===== config.mk =====
export PLATFORM = sky130hd
export DESIGN_NAME = toggle_pulse_decoder_flat
export DESIGN_NICKNAME = d
export VERILOG_FILES = /design/src/rtl/toggle_pulse_decoder_if.sv /design/src/rtl/toggle_pulse_decoder.sv /design/src/flat_wrapper.sv
export SDC_FILE = /design/constraint.sdc
export NUM_CORES = 1
export LEC_CHECK = 0
export ABC_AREA = 1
export BUFFER_PORTS_ARGS = -buffer_cell sky130_fd_sc_hd__clkbuf_2
export CORE_ASPECT_RATIO = 1.25
export CORE_MARGIN = 4
export CORE_UTILIZATION = 53
export CTS_BUF_LIST = sky130_fd_sc_hd__clkbuf_4 sky130_fd_sc_hd__clkbuf_8 sky130_fd_sc_hd__clkbuf_16
export DETAILED_ROUTE_END_ITERATION = 12
export PLACE_DENSITY = 0.85
export SLEW_MARGIN = 20
export SYNTH_ARGS = -nofsm -noshare
export SYNTH_HDL_FRONTEND = slang
export SYNTH_SLANG_ARGS = --single-unit

===== constraint.sdc =====
create_clock -name clk -period 2.51 [get_ports clk]
set_clock_uncertainty 0.15 [all_clocks]
set_input_delay 0.251 -clock clk [delete_from_list [all_inputs] [get_ports clk]]
set_output_delay 0.251 -clock clk [all_outputs]
set_load 0.005 [all_outputs]

===== src/rtl/toggle_pulse_decoder_if.sv =====
// rtl/toggle_pulse_decoder_if.sv - event handshake bundle between decoder and consumer
//
// Signals:
//   evt_valid  decoder -> consumer  at least one event is pending
//   evt_ready  consumer -> decoder  consumer accepts one event this cycle
// Modports:
//   master  decoder side (drives evt_valid)
//   slave   consumer side (drives evt_ready)

interface toggle_pulse_decoder_if;
    logic evt_valid;
    logic evt_ready;

    modport master (output evt_valid, input evt_ready);
    modport slave  (input evt_valid, output evt_ready);
endinterface


===== src/rtl/toggle_pulse_decoder.sv =====
// rtl/toggle_pulse_decoder.sv - toggle-level to queued event decoder with valid/ready delivery
//
// Ports:
//   clk        system clock, rising edge
//   rst_n      asynchronous active-low reset
//   tgl_in     toggle level from the sender (0 while sender is in reset)
//   evt        handshake bundle (master): evt_valid out, evt_ready in
//   evt_pulse  registered one-cycle strobe per detected transition (dropped ones included)
//   pending    number of queued, undelivered events (saturates at 2^PEND_W-1)
//   evt_count  total delivered events, wraps modulo 2^CNT_W
//   overflow   sticky flag: a transition was dropped because the queue was full
//   ovf_clr    synchronous clear of overflow (a same-cycle set wins)
//
// Optional build macro: TGL_DEGLITCH_EN
//   When defined, the synchronised level must hold a new value for two
//   consecutive cycles before it is accepted as an edge.

module toggle_pulse_decoder #(
    parameter int SYNC_STAGES = 2,
    parameter int PEND_W      = 4,
    parameter int CNT_W       = 8
) (
    input  logic                  clk,
    input  logic                  rst_n,
    input  logic                  tgl_in,
    toggle_pulse_decoder_if.master evt,
    output logic                  evt_pulse,
    output logic [PEND_W-1:0]     pending,
    output logic [CNT_W-1:0]      evt_count,
    output logic                  overflow,
    input  logic                  ovf_clr
);

    localparam logic [PEND_W-1:0] PEND_MAX = '1;

    typedef enum logic [1:0] {IDLE, HOLD, FULL} state_t;

    state_t                  state;
    state_t                  state_next;
    logic [SYNC_STAGES-1:0]  sync_q;
    logic                    lvl;
    logic                    prev;
    logic                    edge_det;
    logic                    take;
    logic                    ovf_set;
    logic [PEND_W-1:0]       pend_next;

    assign lvl  = sync_q[SYNC_STAGES-1];
    assign take = evt.evt_valid & evt.evt_ready;

    always_ff @(posedge clk or negedge rst_n) begin
        if (!rst_n) begin
            sync_q <= '0;
        end else begin
            sync_q <= {sync_q[SYNC_STAGES-2:0], tgl_in};
        end
    end

`ifdef TGL_DEGLITCH_EN
    // lvl_d remembers the previous synchronised level; an edge qualifies only
    // once the new level has been seen on two consecutive cycles.
    logic lvl_d;

    assign edge_det = (lvl != prev) && (lvl == lvl_d);

    always_ff @(posedge clk or negedge rst_n) begin
        if (!rst_n) begin
            lvl_d <= 1'b0;
            prev  <= 1'b0;
        end else begin
            lvl_d <= lvl;
            if (edge_det) begin
                prev <= lvl;
            end
        end
    end
`else
    assign edge_det = lvl ^ prev;

    always_ff @(posedge clk or negedge rst_n) begin
        if (!rst_n) begin
            prev <= 1'b0;
        end else begin
            prev <= lvl;
        end
    end
`endif

    // Edge and take in the same cycle cancel, which is also how an edge at
    // PEND_MAX is accepted without overflow when a take frees a slot.
    always_comb begin
        pend_next = pending;
        ovf_set   = 1'b0;
        case ({edge_det, take})
            2'b10: begin
                if (pending == PEND_MAX) begin
                    ovf_set = 1'b1;
                end else begin
                    pend_next = pending + 1'b1;
                end
            end
            2'b01:   pend_next = pending - 1'b1;
            default: pend_next = pending;
        endcase
    end

    always_ff @(posedge clk or negedge rst_n) begin
        if (!rst_n) begin
            pending   <= '0;
            evt_count <= '0;
            evt_pulse <= 1'b0;
            overflow  <= 1'b0;
        end else begin
            pending   <= pend_next;
            evt_pulse <= edge_det;
            overflow  <= ovf_set | (overflow & ~ovf_clr);
            if (take) begin
                evt_count <= evt_count + 1'b1;
            end
        end
    end

    // FSM: state register
    always_ff @(posedge clk or negedge rst_n) begin
        if (!rst_n) begin
            state <= IDLE;
        end else begin
            state <= state_next;
        end
    end

    // FSM: next state, tracking the occupancy class of the updated counter
    always_comb begin
        state_next = state;
        case (state)
            IDLE: begin
                if (edge_det) begin
                    state_next = (pend_next == PEND_MAX) ? FULL : HOLD;
                end
            end
            HOLD: begin
                if (pend_next == '0) begin
                    state_next = IDLE;
                end else if (pend_next == PEND_MAX) begin
                    state_next = FULL;
                end
            end
            FULL: begin
                if (take && !edge_det) begin
                    state_next = (pend_next == '0) ? IDLE : HOLD;
                end
            end
            default: state_next = IDLE;
        endcase
    end

    // FSM: outputs; IDLE is exactly pending == 0, so valid never sees evt_ready
    always_comb begin
        evt.evt_valid = (state != IDLE);
    end

    always @(posedge clk) begin
        if (rst_n) begin
            assert ((state == IDLE) == (pending == '0) &&
                    (state == FULL) == (pending == PEND_MAX))
                else $error("state/pending inconsistency: state=%0d pending=%0d", state, pending);
        end
    end

endmodule


===== src/flat_wrapper.sv =====
// flat-port wrapper written by rule: the top's interface ports become plain ports
module toggle_pulse_decoder_flat 
#(
    parameter int SYNC_STAGES = 2,
    parameter int PEND_W      = 4,
    parameter int CNT_W       = 8
)
  (clk, rst_n, tgl_in, evt_pulse, pending, evt_count, overflow, ovf_clr, evt_evt_valid, evt_evt_ready);
  toggle_pulse_decoder_if evt_i ();
  input  logic clk;
  input  logic rst_n;
  input  logic tgl_in;
  output logic evt_pulse;
  output logic [PEND_W-1:0] pending;
  output logic [CNT_W-1:0] evt_count;
  output logic overflow;
  input  logic ovf_clr;
  output wire logic [$bits(evt_i.evt_valid)-1:0] evt_evt_valid;
  input wire logic [$bits(evt_i.evt_ready)-1:0] evt_evt_ready;
  assign evt_evt_valid = evt_i.evt_valid;
  assign evt_i.evt_ready = evt_evt_ready;
  toggle_pulse_decoder #(.SYNC_STAGES(SYNC_STAGES), .PEND_W(PEND_W), .CNT_W(CNT_W)) u_core (.clk(clk), .rst_n(rst_n), .tgl_in(tgl_in), .evt(evt_i), .evt_pulse(evt_pulse), .pending(pending), .evt_count(evt_count), .overflow(overflow), .ovf_clr(ovf_clr));
endmodule

**Word-level counts from Yosys, hierarchy flattened**

Index checks and enable logic that the tools add are counted.
Widths: inputs -> output; s select.

- Reduce and logical (&&, ||, !) cells: 6
- Eq/ne operators: 9
- Mux-type cells: 11
- Bitwise operators: 5
- Add/sub/neg operators: 3

Operators with widths:

| operator | count |
|---|---|
| $mux 2 | 5 |
| $add 8x1->8 const B | 1 |
| $eq 4x4->1 const B | 2 |
| $pmux 4 s2 | 1 |
| $pmux 2 s3 | 1 |
| $add 4x1->4 const B | 1 |
| $eq 2x1->1 const B | 2 |
| $eq 2x2->1 const B | 2 |
| $logic_not 4->1 | 1 |
| $mux 4 | 1 |
| $ne 2x1->1 const B | 2 |
| $sub 4x1->4 const B | 1 |
| $mux 1 | 3 |
| $ne 3x1->1 const B | 1 |
| $reduce_and 3->1 | 1 |
| $and 1x1->1 | 2 |
| $logic_not 2->1 | 1 |
| $reduce_bool 2->1 | 1 |
| $logic_and 1x1->1 | 1 |
| $logic_not 1->1 | 1 |
| $not 1->1 | 1 |
| $or 1x1->1 | 1 |
| $xor 1x1->1 | 1 |

- Flip-flop bits (word level): 19
- Logic and storage cells: 41

**Logic depth before layout (Yosys ltp)**

- Depth after elaboration: 8
- Depth in mapped cells: 16

**Worst setup path after synthesis**

Ideal clock, no wire load.

- Kind: register to register
- Start point: register u_core.sync_q[1]
- End point: register u_core.state[0]
- Path buffers: 0
- Arrival time: 1730 ps
- Slack: 514 ps
- Stages on the path, launching flop included: 15
- Library setup time: 116 ps
- Data required time: 2244 ps
- Cells stage by stage: dfrtp_1 > or2_2 > nand2_1 > ha_1 > nand4_2 > nand2_2 > nand2_1 > nand2_2 > nand2_1 > nor2_2 > nand2_2 > nand2_1 > nand2_1 > nand2_1 > nand2_1

- Cells in the longest elaborated chain, start to end: 7
- Elaborated cells on any way between the ends: 18
- Classes of those cells: eq/ne: 6; mux: 7; bitwise: 1; reduce/logical: 4

RTL lines:

| element | RTL line | source |
|---|---|---|
| start, declared | toggle_pulse_decoder.sv:40 | `logic [SYNC_STAGES-1:0] sync_q;` |
| start signal, assigned | toggle_pulse_decoder.sv:55 | `sync_q <= {sync_q[SYNC_STAGES-2:0], tgl_in};` |
| $xor 1x1->1 (*) | toggle_pulse_decoder.sv:78 | `assign edge_det = lvl ^ prev;` |
| named net u_core.edge_det | toggle_pulse_decoder.sv:43 | `logic edge_det;` |
| $eq 2x1->1 or $eq 2x2->1 (tied branches) | toggle_pulse_decoder.sv:94 | `case ({edge_det, take})` |
| $pmux 4 s2 (*) | toggle_pulse_decoder.sv:94 |  |
| named net u_core.pend_next[1] | toggle_pulse_decoder.sv:46 | `logic [PEND_W-1:0] pend_next;` |
| $eq 4x4->1 or $logic_not 4->1 (tied branches) | n/a |  |
| $mux 2 or $mux 1 (tied branches) | toggle_pulse_decoder.sv:138, toggle_pulse_decoder.sv:150 |  |
| $mux 2, on equally long branches | toggle_pulse_decoder.sv:137, toggle_pulse_decoder.sv:149 |  |
| $pmux 2 s3 | toggle_pulse_decoder.sv:135 | `case (state)` |
| end signal, assigned | toggle_pulse_decoder.sv:128 | `state <= state_next;` |
| end, declared | toggle_pulse_decoder.sv:38 | `state_t state;` |

The timed path passes the listed nets; every way through them passes the cells marked *. The select of a mux whose other input is x is not followed.
A chain may end at the register's enable or synchronous reset.

**Worst setup path in the final report**

Ends and elaborated chain as after synthesis.

==> results.json <==
{
  "required_ps": 2570,
  "p_per_area_nw_per_um2": 1170,
  "cts_buffers": 3,
  "critPathKind": "reg2reg",
  "cap_violations": 0,
  "drt_iter0_drc": 21,
  "netlist.area_leader.share_pct": 44.7,
  "cp-start-kind": "register",
  "synth_cell_types": 20,
  "synth_commonest_cells": "nand2_1, dfrtp_1, inv_1, nand3_1, nand2_2",
  "cts_tree": "built",
  "portBuffers": 19,
  "ys_top_cells_by_area": "dfrtp_1, nand2_1, inv_1",
  "cts.sinks": 19,
  "antennaDiodeCount": 0,
  "synth_edf_count": 0,
  "yosysSeqAreaShare_pct": 44.7,
  "cpMostUsedCell": "nand2_1",
  "final-instance-count-excl-fill": 171,
  "timing.fmax_mhz": 441,
  "status": "finished clean",
  "syn_area_um2": 1060,
  "dr_total_vias": 892,
  "fin_area_um2": 1230,
  "min_path_type": "in2reg",
  "postCtsSetupBuffers": 0,
  "finalCritPeriodShare_pct": 90.2,
  "dp_hpwl_um": 1590,
  "syn-num-nets": 137,
  "setup_tns_ps": 0,
  "cts_root_buffer": "clkbuf_4",
  "crit_chain": "or2_2, nand2_1, ha_1, nand4_2, nand2_2, nand2_1, nand2_2, nand2_1, nor2_2, nand2_2, nand2_1, nand2_1, nand2_1, nand2_1",
  "crit_arrival_ps": 2320,
  "ant_nets": 0,
  "ys_ff_latch": 19,
  "fp.coreArea_um2": 1830,
  "grt_pass1_wl_um": 3520,
  "syn_area_per_cell_um2": 8.38,
  "area_growth_pct": 15.5,
  "h-tree-depth": 1,
  "cp.depth": 14,
  "path_delay_family": "simple AND/OR/NAND/NOR gates",
  "vias_per_cell": 5.22,
  "clk_pin_slew_ps": 110,
  "drc": 0,
  "async_reset_ff_share_pct": 100,
  "r2r-end": "u_core.state[0]",
  "drt_wl_total_um": 2090,
  "slowest_delay_ps": 410,
  "finalMaxSlewViolations": 0,
  "path_max_fanout": 4,
  "start_util_pct": 58.2,
  "ff2ff_path_depth": 14,
  "dpl-instance-area_um2": 1170,
  "vdd_drop_max_uv": 557,
  "die_w_um": 48.1,
  "yosysMostFrequentCell": "nand2_1",
  "endpoint": "u_core.state[0]",
  "firstDrtPassIters": 4,
  "clock_latency_ps": 300,
  "crit_buf_inv": 0,
  "grt_max_degree": 20,
  "worst_pin_slew_ps": 478,
  "grtUsageTotal_pct": 17.3,
  "critical_path.slowest_cell": "dfrtp_1",
  "max-slew-margin-rel_pct": 68.1,
  "wire_per_inst_um": 12.2,
  "antenna_found_initial": 0,
  "r2r_slack_ps": 240,
  "synth_ff_type": "dfrtp_1",
  "grt-ovfl-total": 0,
  "finalHoldViolations": 0,
  "p_leak_nw": 0.695,
  "startpoint": "u_core.sync_q[1]",
  "grt_pass1_vias": 862,
  "fillers": 161,
  "fin_nets": 163,
  "die_area_um2": 2790,
  "synthCells": 127,
  "end_kind": "register",
  "fp-row-count": 17,
  "ctsLongestPathBuffers": 2,
  "place_congestion": 0.851,
  "min_period_ps": 2270,
  "setup_violations": 0,
  "synth_warnings": 0,
  "place_inst": 164,
  "synth_top_area_cell": "dfrtp_1",
  "die_y_um": 58.1,
  "io_pins": 20,
  "drive_gt1_share_pct": 29.6,
  "rsz0062_at_grt": "false",
  "r2r-start": "u_core.sync_q[1]"
}
cell usage in the layout (no fill, tap or decap):
cell type | Yosys | routed
o21ai_0 | 2 | 2
nor2_2 | 3 | 3
nand2_2 | 11 | 11
dfrtp_1 | 19 | 19
nor3_2 | 2 | 2
dlygate4sd3_1 | 0 | 3
xnor2_1 | 1 | 1
a21oi_1 | 2 | 2
or2_2 | 1 | 1
ha_1 | 5 | 5
inv_1 | 19 | 19
nand3_1 | 12 | 12
clkinv_2 | 0 | 1
o211ai_1 | 1 | 1
o21ai_1 | 2 | 2
nand2_1 | 29 | 29
nand3_2 | 2 | 2
xor2_1 | 6 | 6
inv_2 | 2 | 2
clkbuf_2 | 0 | 19
nand4_2 | 1 | 1
clkbuf_4 | 0 | 3
nor2_1 | 6 | 6
repair_timing:
item                      CTS  global route
gates resized for setup     0             0
hold buffers                3             0
hold endpoints to repair   21             0
cell families (layout without fill, tap and decap cells):
logic type | Yosys count | after routing | synth area share (%)
and+or+nand+nor | 67 | 67 | 31.7
xor gates and xnor gates | 7 | 7 | 5.76
AOI/OAI and AO/OA | 7 | 7 | 3.53
buffers and inverters | 22 | 47 | 8.46
adders and majority gates | 5 | 5 | 5.88
DFF | 19 | 19 | 44.7
final cells by class:
type	count	area, um^2	share of cell area, %
multi-input combinational	86	499	40.6
sequential	19	475	38.7
timing repair buffer	22	125	10.2
inverter	21	78.8	6.41
tap	19	23.8	1.93
clock buffer	3	22.5	1.83
clock inverter	1	5.00	0.407
tightest hold or removal path: stages:
cell and delay, ps:
clkbuf_2 80, nand2_2 110, xor2_1 80
per-stage QoR:
stage	hold WS [ps]	utilization, %	total power (W)	worst slack (ps)
3_5_place_dp	79.1	64.1	0.00128	251
4_1_cts	99.0	67.2	0.00144	235
5_1_grt	102	67.2	0.00158	83.5
6_report	109	67.2	0.00144	245
3_3_place_gp	69.3	64.1	0.00124	358
2_1_floorplan	-195	-	0.00107	514
worst min-delay path by stage:
stage / start / to / cells after the start
2_1_floorplan: rst_n / u_core.evt_count[0] / 0
3_3_place_gp: rst_n / u_core.sync_q[0] / 1
3_5_place_dp: rst_n / u_core.sync_q[0] / 1
4_1_cts: evt_evt_ready / u_core.evt_count[0] / 3
5_1_grt: evt_evt_ready / u_core.evt_count[0] / 3
6_report: evt_evt_ready / u_core.evt_count[0] / 3
report_power, final:
part           switching, W  internal [W]
Combinational      0.000443      0.000290
Sequential         0.000132      0.000419
Clock             0.0000961     0.0000595
Total              0.000672      0.000768
registers in the layout (all words and copies together), names as in the netlist:
name / count
u_core.state: 2
u_core.evt_count: 8
u_core.sync_q: 2
u_core.overflow: 1
u_core.prev: 1
u_core.evt_pulse: 1
u_core.pending: 4
routing by layer:
metal	vias to the layer above	track usage [%]	part of all wire, %
li1	443	-	-
met1	422	20.2	41
met2	22	29.1	52
met3	5	2.80	4.4
met4	0	8.46	2.0
met5	-	0	0
No activity file was read; power rests on OpenSTA's default activity.
